==> config.mk <==
export PLATFORM = sky130hd
export DESIGN_NAME = uart_tx_frame_flat
export DESIGN_NICKNAME = d
export VERILOG_FILES = /design/src/rtl/uart_tx_frame_if.sv /design/src/rtl/uart_tx_frame.sv /design/src/flat_wrapper.sv
export SDC_FILE = /design/constraint.sdc
export NUM_CORES = 1
export LEC_CHECK = 0
export CAP_MARGIN = 20
export CORE_ASPECT_RATIO = 1.75
export CORE_MARGIN = 3
export CORE_UTILIZATION = 47
export CTS_CLUSTER_SIZE = 10
export DETAILED_ROUTE_END_ITERATION = 7
export GPL_TIMING_DRIVEN = 0
export MAX_ROUTING_LAYER = met4
export PLACE_DENSITY = 0.69
export SLEW_MARGIN = 20
export SYNTH_ARGS = -nofsm -noshare
export SYNTH_HDL_FRONTEND = slang
export SYNTH_SLANG_ARGS = --single-unit
==> constraint.sdc <==
create_clock -name clk -period 4 [get_ports clk]
set_input_delay 0.4 -clock clk [delete_from_list [all_inputs] [get_ports clk]]
set_output_delay 0.4 -clock clk [all_outputs]
set_load 0.05 [all_outputs]
==> src/rtl/uart_tx_frame_if.sv <==
// Byte handshake between the UART register block and the transmitter.
// The master offers a byte with in_valid/in_data. The slave accepts it with in_ready.
interface uart_tx_frame_if #(
    parameter int DATA_WIDTH = 8
);
    logic                  in_valid;
    logic [DATA_WIDTH-1:0] in_data;
    logic                  in_ready;

    modport master (output in_valid, output in_data, input in_ready);
    modport slave  (input in_valid, input in_data, output in_ready);
endinterface

==> src/rtl/uart_tx_frame.sv <==
// UART transmitter: start bit, LSB-first data, optional parity, one stop bit.
// Each bit lasts exactly `prescale` clocks. A prescale of 0 is treated as 1.
// The configuration is latched at the handshake, so input changes mid-frame do not affect the frame.
module uart_tx_frame #(
    parameter int DATA_WIDTH   = 8,
    parameter int MAX_PRESCALE = 32,
    parameter int PRSC_WIDTH   = $clog2(MAX_PRESCALE) + 1
) (
    input  logic                  clk,
    input  logic                  rst,
    uart_tx_frame_if.slave        bus,
    input  logic                  parity_en,
    input  logic                  parity_type,
    input  logic [PRSC_WIDTH-1:0] prescale,
    output logic                  tx_out,
    output logic                  busy,
    output logic                  tx_done
);
    localparam int BIT_W = (DATA_WIDTH > 1) ? $clog2(DATA_WIDTH) : 1;

    typedef enum logic [2:0] {
        IDLE   = 3'd0,
        START  = 3'd1,
        DATA   = 3'd2,
        PARITY = 3'd3,
        STOP   = 3'd4
    } state_t;

    // Parity over the payload: even (odd = 0) or odd (odd = 1).
    function automatic logic parity_bit(input logic [DATA_WIDTH-1:0] data, input logic odd);
        return (^data) ^ odd;
    endfunction

    state_t                  state_r, state_s;
    logic [PRSC_WIDTH-1:0]   edge_cnt_r, edge_cnt_s;
    logic [BIT_W-1:0]        bit_cnt_r, bit_cnt_s;
    logic [DATA_WIDTH-1:0]   data_r, data_s;
    logic                    par_en_r, par_en_s;
    logic                    par_odd_r, par_odd_s;
    logic [PRSC_WIDTH-1:0]   pm1_r, pm1_s;      // captured prescale minus one
    logic                    tx_out_r, tx_out_s;
    logic                    busy_r, busy_s;
    logic                    tx_done_r, tx_done_s;
    logic                    in_ready_s;
    logic                    accept_s;
    logic                    bit_end_s;

    assign in_ready_s   = (state_r == IDLE) && !rst;
    assign accept_s     = bus.in_valid && in_ready_s;
    assign bit_end_s    = (edge_cnt_r == pm1_r);
    assign bus.in_ready = in_ready_s;
    assign tx_out       = tx_out_r;
    assign busy         = busy_r;
    assign tx_done      = tx_done_r;

    // Next-state, counter and shadow-register logic; outputs are decoded from the next state.
    // This lets them be registered in step with the state.
    always_comb begin
        state_s    = state_r;
        edge_cnt_s = edge_cnt_r;
        bit_cnt_s  = bit_cnt_r;
        data_s     = data_r;
        par_en_s   = par_en_r;
        par_odd_s  = par_odd_r;
        pm1_s      = pm1_r;
        tx_out_s   = 1'b1;
        busy_s     = 1'b0;
        tx_done_s  = 1'b0;

        case (state_r)
            IDLE: begin
                if (accept_s) begin
                    state_s    = START;
                    edge_cnt_s = {PRSC_WIDTH{1'b0}};
                    bit_cnt_s  = {BIT_W{1'b0}};
                    data_s     = bus.in_data;
                    par_en_s   = parity_en;
                    par_odd_s  = parity_type;
                    if (prescale == {PRSC_WIDTH{1'b0}}) begin
                        pm1_s = {PRSC_WIDTH{1'b0}};
                    end else begin
                        pm1_s = prescale - PRSC_WIDTH'(1);
                    end
                end else begin
                    state_s = IDLE;
                end
            end
            START, DATA, PARITY, STOP: begin
                if (bit_end_s) begin
                    edge_cnt_s = {PRSC_WIDTH{1'b0}};
                    case (state_r)
                        START:  state_s = DATA;
                        DATA: begin
                            if (bit_cnt_r == BIT_W'(DATA_WIDTH - 1)) begin
                                bit_cnt_s = {BIT_W{1'b0}};
                                state_s   = par_en_r ? PARITY : STOP;
                            end else begin
                                bit_cnt_s = bit_cnt_r + BIT_W'(1);
                            end
                        end
                        PARITY: state_s = STOP;
                        STOP:   state_s = IDLE;
                        default: state_s = IDLE;
                    endcase
                end else begin
                    edge_cnt_s = edge_cnt_r + PRSC_WIDTH'(1);
                end
            end
            default: begin
                state_s    = IDLE;
                edge_cnt_s = {PRSC_WIDTH{1'b0}};
                bit_cnt_s  = {BIT_W{1'b0}};
            end
        endcase

        case (state_s)
            IDLE:    tx_out_s = 1'b1;
            START:   tx_out_s = 1'b0;
            DATA:    tx_out_s = data_s[bit_cnt_s];
            PARITY:  tx_out_s = parity_bit(data_s, par_odd_s);
            STOP:    tx_out_s = 1'b1;
            default: tx_out_s = 1'b1;
        endcase

        busy_s    = (state_s != IDLE);
        tx_done_s = (state_s == STOP) && (edge_cnt_s == pm1_s);
    end

    // State, counters, shadow configuration and registered line outputs.
    always_ff @(posedge clk) begin
        if (rst) begin
            state_r    <= IDLE;
            edge_cnt_r <= {PRSC_WIDTH{1'b0}};
            bit_cnt_r  <= {BIT_W{1'b0}};
            data_r     <= {DATA_WIDTH{1'b0}};
            par_en_r   <= 1'b0;
            par_odd_r  <= 1'b0;
            pm1_r      <= {PRSC_WIDTH{1'b0}};
            tx_out_r   <= 1'b1;
            busy_r     <= 1'b0;
            tx_done_r  <= 1'b0;
        end else begin
            state_r    <= state_s;
            edge_cnt_r <= edge_cnt_s;
            bit_cnt_r  <= bit_cnt_s;
            data_r     <= data_s;
            par_en_r   <= par_en_s;
            par_odd_r  <= par_odd_s;
            pm1_r      <= pm1_s;
            tx_out_r   <= tx_out_s;
            busy_r     <= busy_s;
            tx_done_r  <= tx_done_s;
        end
    end
endmodule

==> src/flat_wrapper.sv <==
// flat-port wrapper written by rule: the top's interface ports become plain ports
module uart_tx_frame_flat 
#(
    parameter int DATA_WIDTH   = 8,
    parameter int MAX_PRESCALE = 32,
    parameter int PRSC_WIDTH   = $clog2(MAX_PRESCALE) + 1
)
  (clk, rst, parity_en, parity_type, prescale, tx_out, busy, tx_done, bus_in_valid, bus_in_data, bus_in_ready);
  uart_tx_frame_if #(.DATA_WIDTH(DATA_WIDTH)) bus_i ();
  input  logic clk;
  input  logic rst;
  input  logic parity_en;
  input  logic parity_type;
  input  logic [PRSC_WIDTH-1:0] prescale;
  output logic tx_out;
  output logic busy;
  output logic tx_done;
  input wire logic [$bits(bus_i.in_valid)-1:0] bus_in_valid;
  input wire logic [$bits(bus_i.in_data)-1:0] bus_in_data;
  output wire logic [$bits(bus_i.in_ready)-1:0] bus_in_ready;
  assign bus_i.in_valid = bus_in_valid;
  assign bus_i.in_data = bus_in_data;
  assign bus_in_ready = bus_i.in_ready;
  uart_tx_frame #(.DATA_WIDTH(DATA_WIDTH), .MAX_PRESCALE(MAX_PRESCALE), .PRSC_WIDTH(PRSC_WIDTH)) u_core (.clk(clk), .rst(rst), .bus(bus_i), .parity_en(parity_en), .parity_type(parity_type), .prescale(prescale), .tx_out(tx_out), .busy(busy), .tx_done(tx_done));
endmodule
== Yosys cells after proc, flatten, opt, wreduce, memory -nomap -nowiden ==
Cells that the tools add are included.
Word-level totals
  register bits: 31
  input bits: 19
  output and inout port bits: 4
Operators by class
  $add $sub $neg: 3
  $lt $le $gt $ge: 1
  equal/unequal tests: 11
  muxes and demuxes: 24
  bitwise logic cells: 1
  reductions and logical operators: 10
Operators with widths (count)
  $mux 6: 5
  $mux 3: 7
  $mux 8: 2
  $eq 3x2->1 const B: 4
  $eq 6x6->1: 2
  $pmux 3 s2: 2
  $pmux 6 s2: 1
  $eq 3x3->1 const B: 3
  $pmux 3 s3: 1
  $reduce_xor 8->1: 1
  $add 6x1->6 const B: 1
  $eq 3x1->1 const B: 2
  $logic_not 6->1: 1
  $sub 6x1->6 const B: 1
  $lt 3x4->1 const B: 1
  $mux 1: 4
  $reduce_or 4->1: 1
  $add 3x1->3 const B: 1
  $bmux 1 s3: 1
  $logic_and 1x1->1: 3
  $logic_not 3->1: 1
  $pmux 1 s3: 1
  $reduce_bool 3->1: 1
  $reduce_and 2->1: 1
  2 further kinds: 2

== Logic depth before layout (Yosys ltp) ==
  word-level depth: 8
  mapped depth: 10
  gate-level depth less buffers: 8

== Worst setup path before layout ==
OpenSTA, ideal clock, no wires.
  path type: register -> register
  from: register u_core.state_r[0]
  to: register u_core.tx_out_r, in the netlist u_core.tx_out
  arrival: 2424 ps
  data required time: 3869 ps
  path slack: 1445 ps
  stages on the path, launching flop included: 11
  cells stage by stage: dfxtp_1 > buf_2 > nor4_4 > and2_1 > clkbuf_1 > mux2i_1 > xnor2_1 > xnor2_1 > nor2_1 > a211oi_1 > o211ai_1
On the way
  word-level cells in the longest chain between the ends: 8
  elaborated cells between the ends (all ways): 29
  classes of those cells: eq/ne: 7; mux: 16; bitwise: 1; reduce/logical: 5
Ends and longest elaborated chain
  from (decl): RTL line uart_tx_frame.sv:34  | state_t state_r, state_s;
  from (signal assigned): RTL line uart_tx_frame.sv:143  | state_r <= state_s;
  $logic_not 3->1 (*): RTL line uart_tx_frame.sv:48  | assign in_ready_s = (state_r == IDLE) && !rst;
  $logic_and 1x1->1 (*): RTL line uart_tx_frame.sv:48
  net bus_in_ready: RTL line flat_wrapper.sv:20  | output wire logic [$bits(bus_i.in_ready)-1:0] bus_in_ready;
  $logic_and 1x1->1 (*): RTL line uart_tx_frame.sv:49  | assign accept_s = bus.in_valid && in_ready_s;
  $mux 3 / $mux 8 (equally long branches): RTL line uart_tx_frame.sv:72  | if (accept_s) begin
  $pmux 3 s2 / $mux 8 (equally long branches): RTL line uart_tx_frame.sv:70  | case (state_r)
  $bmux 1 s3 / $reduce_xor 8->1 (equally long branches): RTL line uart_tx_frame.sv:119, uart_tx_frame.sv:31
  $mux 1 (implied by the code) / $xor 1x1->1 (equally long branches): RTL line uart_tx_frame.sv:119, uart_tx_frame.sv:31
  $pmux 1 s3 (*): RTL line uart_tx_frame.sv:116  | case (state_s)
  to (signal assigned): RTL line uart_tx_frame.sv:150  | tx_out_r <= tx_out_s;
  to (decl): RTL line uart_tx_frame.sv:41  | logic tx_out_r, tx_out_s;
The timed path passes the listed nets; every way through them passes the cells marked *. The select of a mux whose other input is x is not followed.
A chain may end at the register's enable or synchronous reset.

== Final worst setup path ==
  from: input rst
  to: register u_core.tx_out_r, in the netlist u_core.tx_out
On the way
  word-level cells in the longest chain between the ends: 8
  elaborated cells between the ends (all ways): 19
  classes of those cells: eq/ne: 3; mux: 11; bitwise: 1; reduce/logical: 4
Ends and longest elaborated chain
  from (decl): RTL line flat_wrapper.sv:11  | input logic rst;
  $logic_not 1->1: RTL line uart_tx_frame.sv:48
  $logic_and 1x1->1: RTL line uart_tx_frame.sv:48
  $logic_and 1x1->1: RTL line uart_tx_frame.sv:49
  $mux 3 / $mux 8 (equally long branches): RTL line uart_tx_frame.sv:72
  $pmux 3 s2 / $mux 8 (equally long branches): RTL line uart_tx_frame.sv:70
  $bmux 1 s3 / $reduce_xor 8->1 (equally long branches): RTL line uart_tx_frame.sv:119, uart_tx_frame.sv:31
  $mux 1 (implied by the code) / $xor 1x1->1 (equally long branches): RTL line uart_tx_frame.sv:119, uart_tx_frame.sv:31
  $pmux 1 s3: RTL line uart_tx_frame.sv:116
Several ways; a longest one is shown, not always the timed one. The select of a mux whose other input is x is not followed.

==> impl_results.md <==
* Result of the run: complete, no violations
* Startpoint class of the critical path: primary input
* Pin count of the biggest net entering global routing at 11
* Worst path bufs/invs at 2
* Post-synthesis cell count at 229
* Vertical die dimension at 89.73 um
* Diodes inserted at 0
* Number of buffers inserted during clock tree synthesis at 5
* Maximum single-stage delay on the critical path at about 0.5 ns
* Hpwl dp at around 3300 um
* CTS Buffer Depth at 2
* PostCTS Resize Cnt at 0
* Depth of the most critical reg-to-reg path at 8
* CTS tree: built
* Synth Cell Area at 1883 um2
* Register area share after synthesis at 0.3296
* Top_reg_cell synth: dfxtp_1
* Total number of vias at roughly 1600
* # DRC at 0
* Overall power after layout at about 790 uW
* Most common cell after layout, fill and taps aside: dfxtp_1
* IO buf count at 22
* Slowest CP cell: clkdlybuf4s50_1
* Post-DR wirelength/cell at around 14 um
* Post-Synth Simple-Gate Area at 0.2332
* Post-synthesis adder-cell area fraction at 0.03322
* Placement Rows at 29
* Tmin final at roughly 2.5 ns
* Hold Violations, Final at 0
* Unrepaired setup endpoints after global routing: false
* Family with the most delay on the worst path: buffers and inverters
* Arrival time reported for the critical path endpoint at ~2.7 ns
* Avg Synthesized Cell Area at a little over 8 um2
* Reg-to-reg critical path startpoint: u_core.edge_cnt_r[1]
* Hold-fix buffer count after cts at 0
* Routed Antenna Nets at 0
* Insertion delay to the later sink of the worst-skew pair at ~0.29 ns
* Start point of the worst min-delay path: u_core.par_odd_r
* Worst clock skew at roughly 0.0074 ns
* Number of global-route vias before repair at roughly 1600
* Register bit count reported by yosys at 31
* Maximum capacitance violations at 0
* Element type at the critical path end: flop
* Cell with the most instances on the worst path: xnor2_1
* Initial antenna violation count at 0
* Final weighted congestion in routability-driven placement at a little under 0.9
* Largest family of logic cells by synthesized area: simple AND/OR/NAND/NOR gates
* Drt first pass iters at 4
* H-tree depth at 2
* Crit share post-route at 0.6251
* Initial core utilization at 0.5039
* GRT Overall Usage at 0.2064
* Count of warnings emitted by yosys at 0
* Area fraction in compound gates after synthesis at 0.1767
* Area of the multi-input gates at around 1200 um2
* Count of cells along the worst hold path at 2
* Min-Delay Path Class: flop to flop
* Power density over the cells at 353.4 nW/um2
* Reg clk slew, reported paths at 0.07 ns
* Clk root buf: clkbuf_8
* Fin. max-slew vios at 0
* Number of synthesized flops with an enable pin at 0
* Die area at roughly 4800 um2
* Overflow left after global routing at 0
* Post-Synth XOR/XNOR Area at 0.1482
* TNS Setup at 0 ns
* Layout net count at roughly 280
* Maximum VDD drop at 0.3093 mV
* Number of DRC markers in iteration 0 at 26
* Core Box Area at roughly 3700 um2
* Sequence of cells on the critical path: clkdlybuf4s50_1, nor4_4, and2_1, clkbuf_1, mux2i_1, xnor2_1, xnor2_1, nor2_1, a211oi_1, o211ai_1
* Max Clock Freq at about 0.40 GHz
* Critical Setup Path Class: primary input to flop
* Required time of the critical path at 4.15 ns
* Post CTS Setup Buffer Count at 0
* Highest fanout seen on the critical path at 6
* Rel. slew slack at 0.6340
* Lkg Pwr at between 0.9 and 1 nW
* Crit path depth at 10
* Share of final-layout standard cells stronger than drive strength 1 at 0.09690
* Number of distinct library cell variants in the gate-level netlist after synthesis at 44
* Async S/R FF share, synth at 0
* Horizontal die dimension at 53.85 um
* Minimum setup slack among reg-to-reg paths at 1.52 ns
* Final-layout worst hold slack at 0.4719 ns
* Number of placed I/O pins at 23
* Number of clock sinks seen by CTS at 31
* Signed area change from the synthesized netlist to the final layout at 19.40%
* Post-detailed-routing wire length at ~4300 um
* Final Util at 0.6016
* Wire length of the first global-routing pass at 7203 um
* Fraction of synthesized area in multiplexers at 0.03455
* Final setup violating endpoints at 0
* Worst setup startpoint: rst
* Number of vias per cell after detailed routing at 5.326
* Filler instances at 354
* Syn_nets at 253
* Sequential cell area at 620.6 um2
* Commonest cells after routing, fill and taps aside: 31 x dfxtp_1, 30 x nand2_1, 29 x nor2_1
* Transition time at the pin with the least slew margin at ~0.55 ns
==> final timing paths <==
check,to
setup / recovery,u_core.tx_out
hold / removal,u_core.par_odd_r
setup reg to reg,u_core.tx_out
hold reg to reg,u_core.par_odd_r
==> power by group <==
| part | leakage [nW] | internal, mW | total [mW] | switching, mW |
|---|---|---|---|---|
| combinational | 0.624 | 0.0927 | 0.207 | 0.114 |
| clock | 0.0470 | 0.135 | 0.251 | 0.116 |
| sequential | 0.252 | 0.324 | 0.337 | 0.0129 |
==> cell families after synthesis <==
logic type                 count (synthesis)
xor gates and xnor gates                  31
and+or+nand+nor                           88
AOI/OAI and AO/OA                         51
DFF                                       31
muxes                                      6
adders and majority gates                  5
buffers and inverters                     17
==> flip-flops by register name, summed over array words and instances, names as in the netlist <==
name               cells
u_core.data_r          8
u_core.edge_cnt_r      6
u_core.pm1_r           6
u_core.bit_cnt_r       3
u_core.state_r         3
u_core.busy            1
u_core.par_en_r        1
u_core.par_odd_r       1
u_core.tx_done         1
u_core.tx_out          1
==> Yosys cell counts (2+ instances only) <==
library cell / instances / area share
buf_2: 3 / 0.0080
xor2_1: 12 / 0.056
nand2_1: 30 / 0.060
inv_1: 7 / 0.014
nor3_1: 3 / 0.0080
clkbuf_1: 5 / 0.010
mux2i_1: 5 / 0.027
nor4_4: 2 / 0.023
a21boi_0: 2 / 0.0080
nor2_1: 29 / 0.058
and3_1: 2 / 0.0066
ha_1: 5 / 0.033
o21ai_0: 9 / 0.024
a211oi_1: 2 / 0.0080
and2_1: 3 / 0.010
a22oi_1: 3 / 0.012
nor2b_1: 4 / 0.013
xnor2_1: 18 / 0.084
a21oi_1: 21 / 0.056
a21bo_2: 2 / 0.011
a211o_1: 2 / 0.0093
or3_1: 2 / 0.0066
dfxtp_1: 31 / 0.33
a31oi_1: 3 / 0.010
nor2_2: 2 / 0.0066
nand4_1: 2 / 0.0066
nand3_1: 3 / 0.0080
==> worst register-to-register path: stages, from the launching register on <==
cell and delay (ns):
dfxtp_1 0.44, xor2_1 0.14, nor4_4 0.41, nand2_1 0.23, or3_1 0.39, a21oi_1 0.22
nor2_1 0.07, a211oi_1 0.31, o211ai_1 0.15
==> layout make-up <==
cell class	instances	share of cell area
buffer	10	0.02560
clock buffer	6	0.03673
clock inverter	1	0.002226
inverter	7	0.01169
multi-input combinational	181	0.5242
sequential	31	0.2760
tap	46	0.02560
timing repair buffer	22	0.09794
==> stage by stage <==
step	instance area, um2	instances	setup WS (ns)
3_5_place_dp	2161	297	1.222
5_1_grt	2248	304	1.369
4_1_cts	2248	304	1.502
2_1_floorplan	1883	229	1.445
6_report	2248	304	1.500
3_3_place_gp	2161	297	1.222
==> routing by layer <==
layer | track usage | share of wire | vias up
met2 | 0.3664 | 0.57 | 19
li1 | - | - | 834
met4 | 0.09382 | 0.032 | 0
met1 | 0.1975 | 0.38 | 755
met5 | - | 0 | -
met3 | 0.04636 | 0.022 | 11
(Power assumes the default switching activity.)
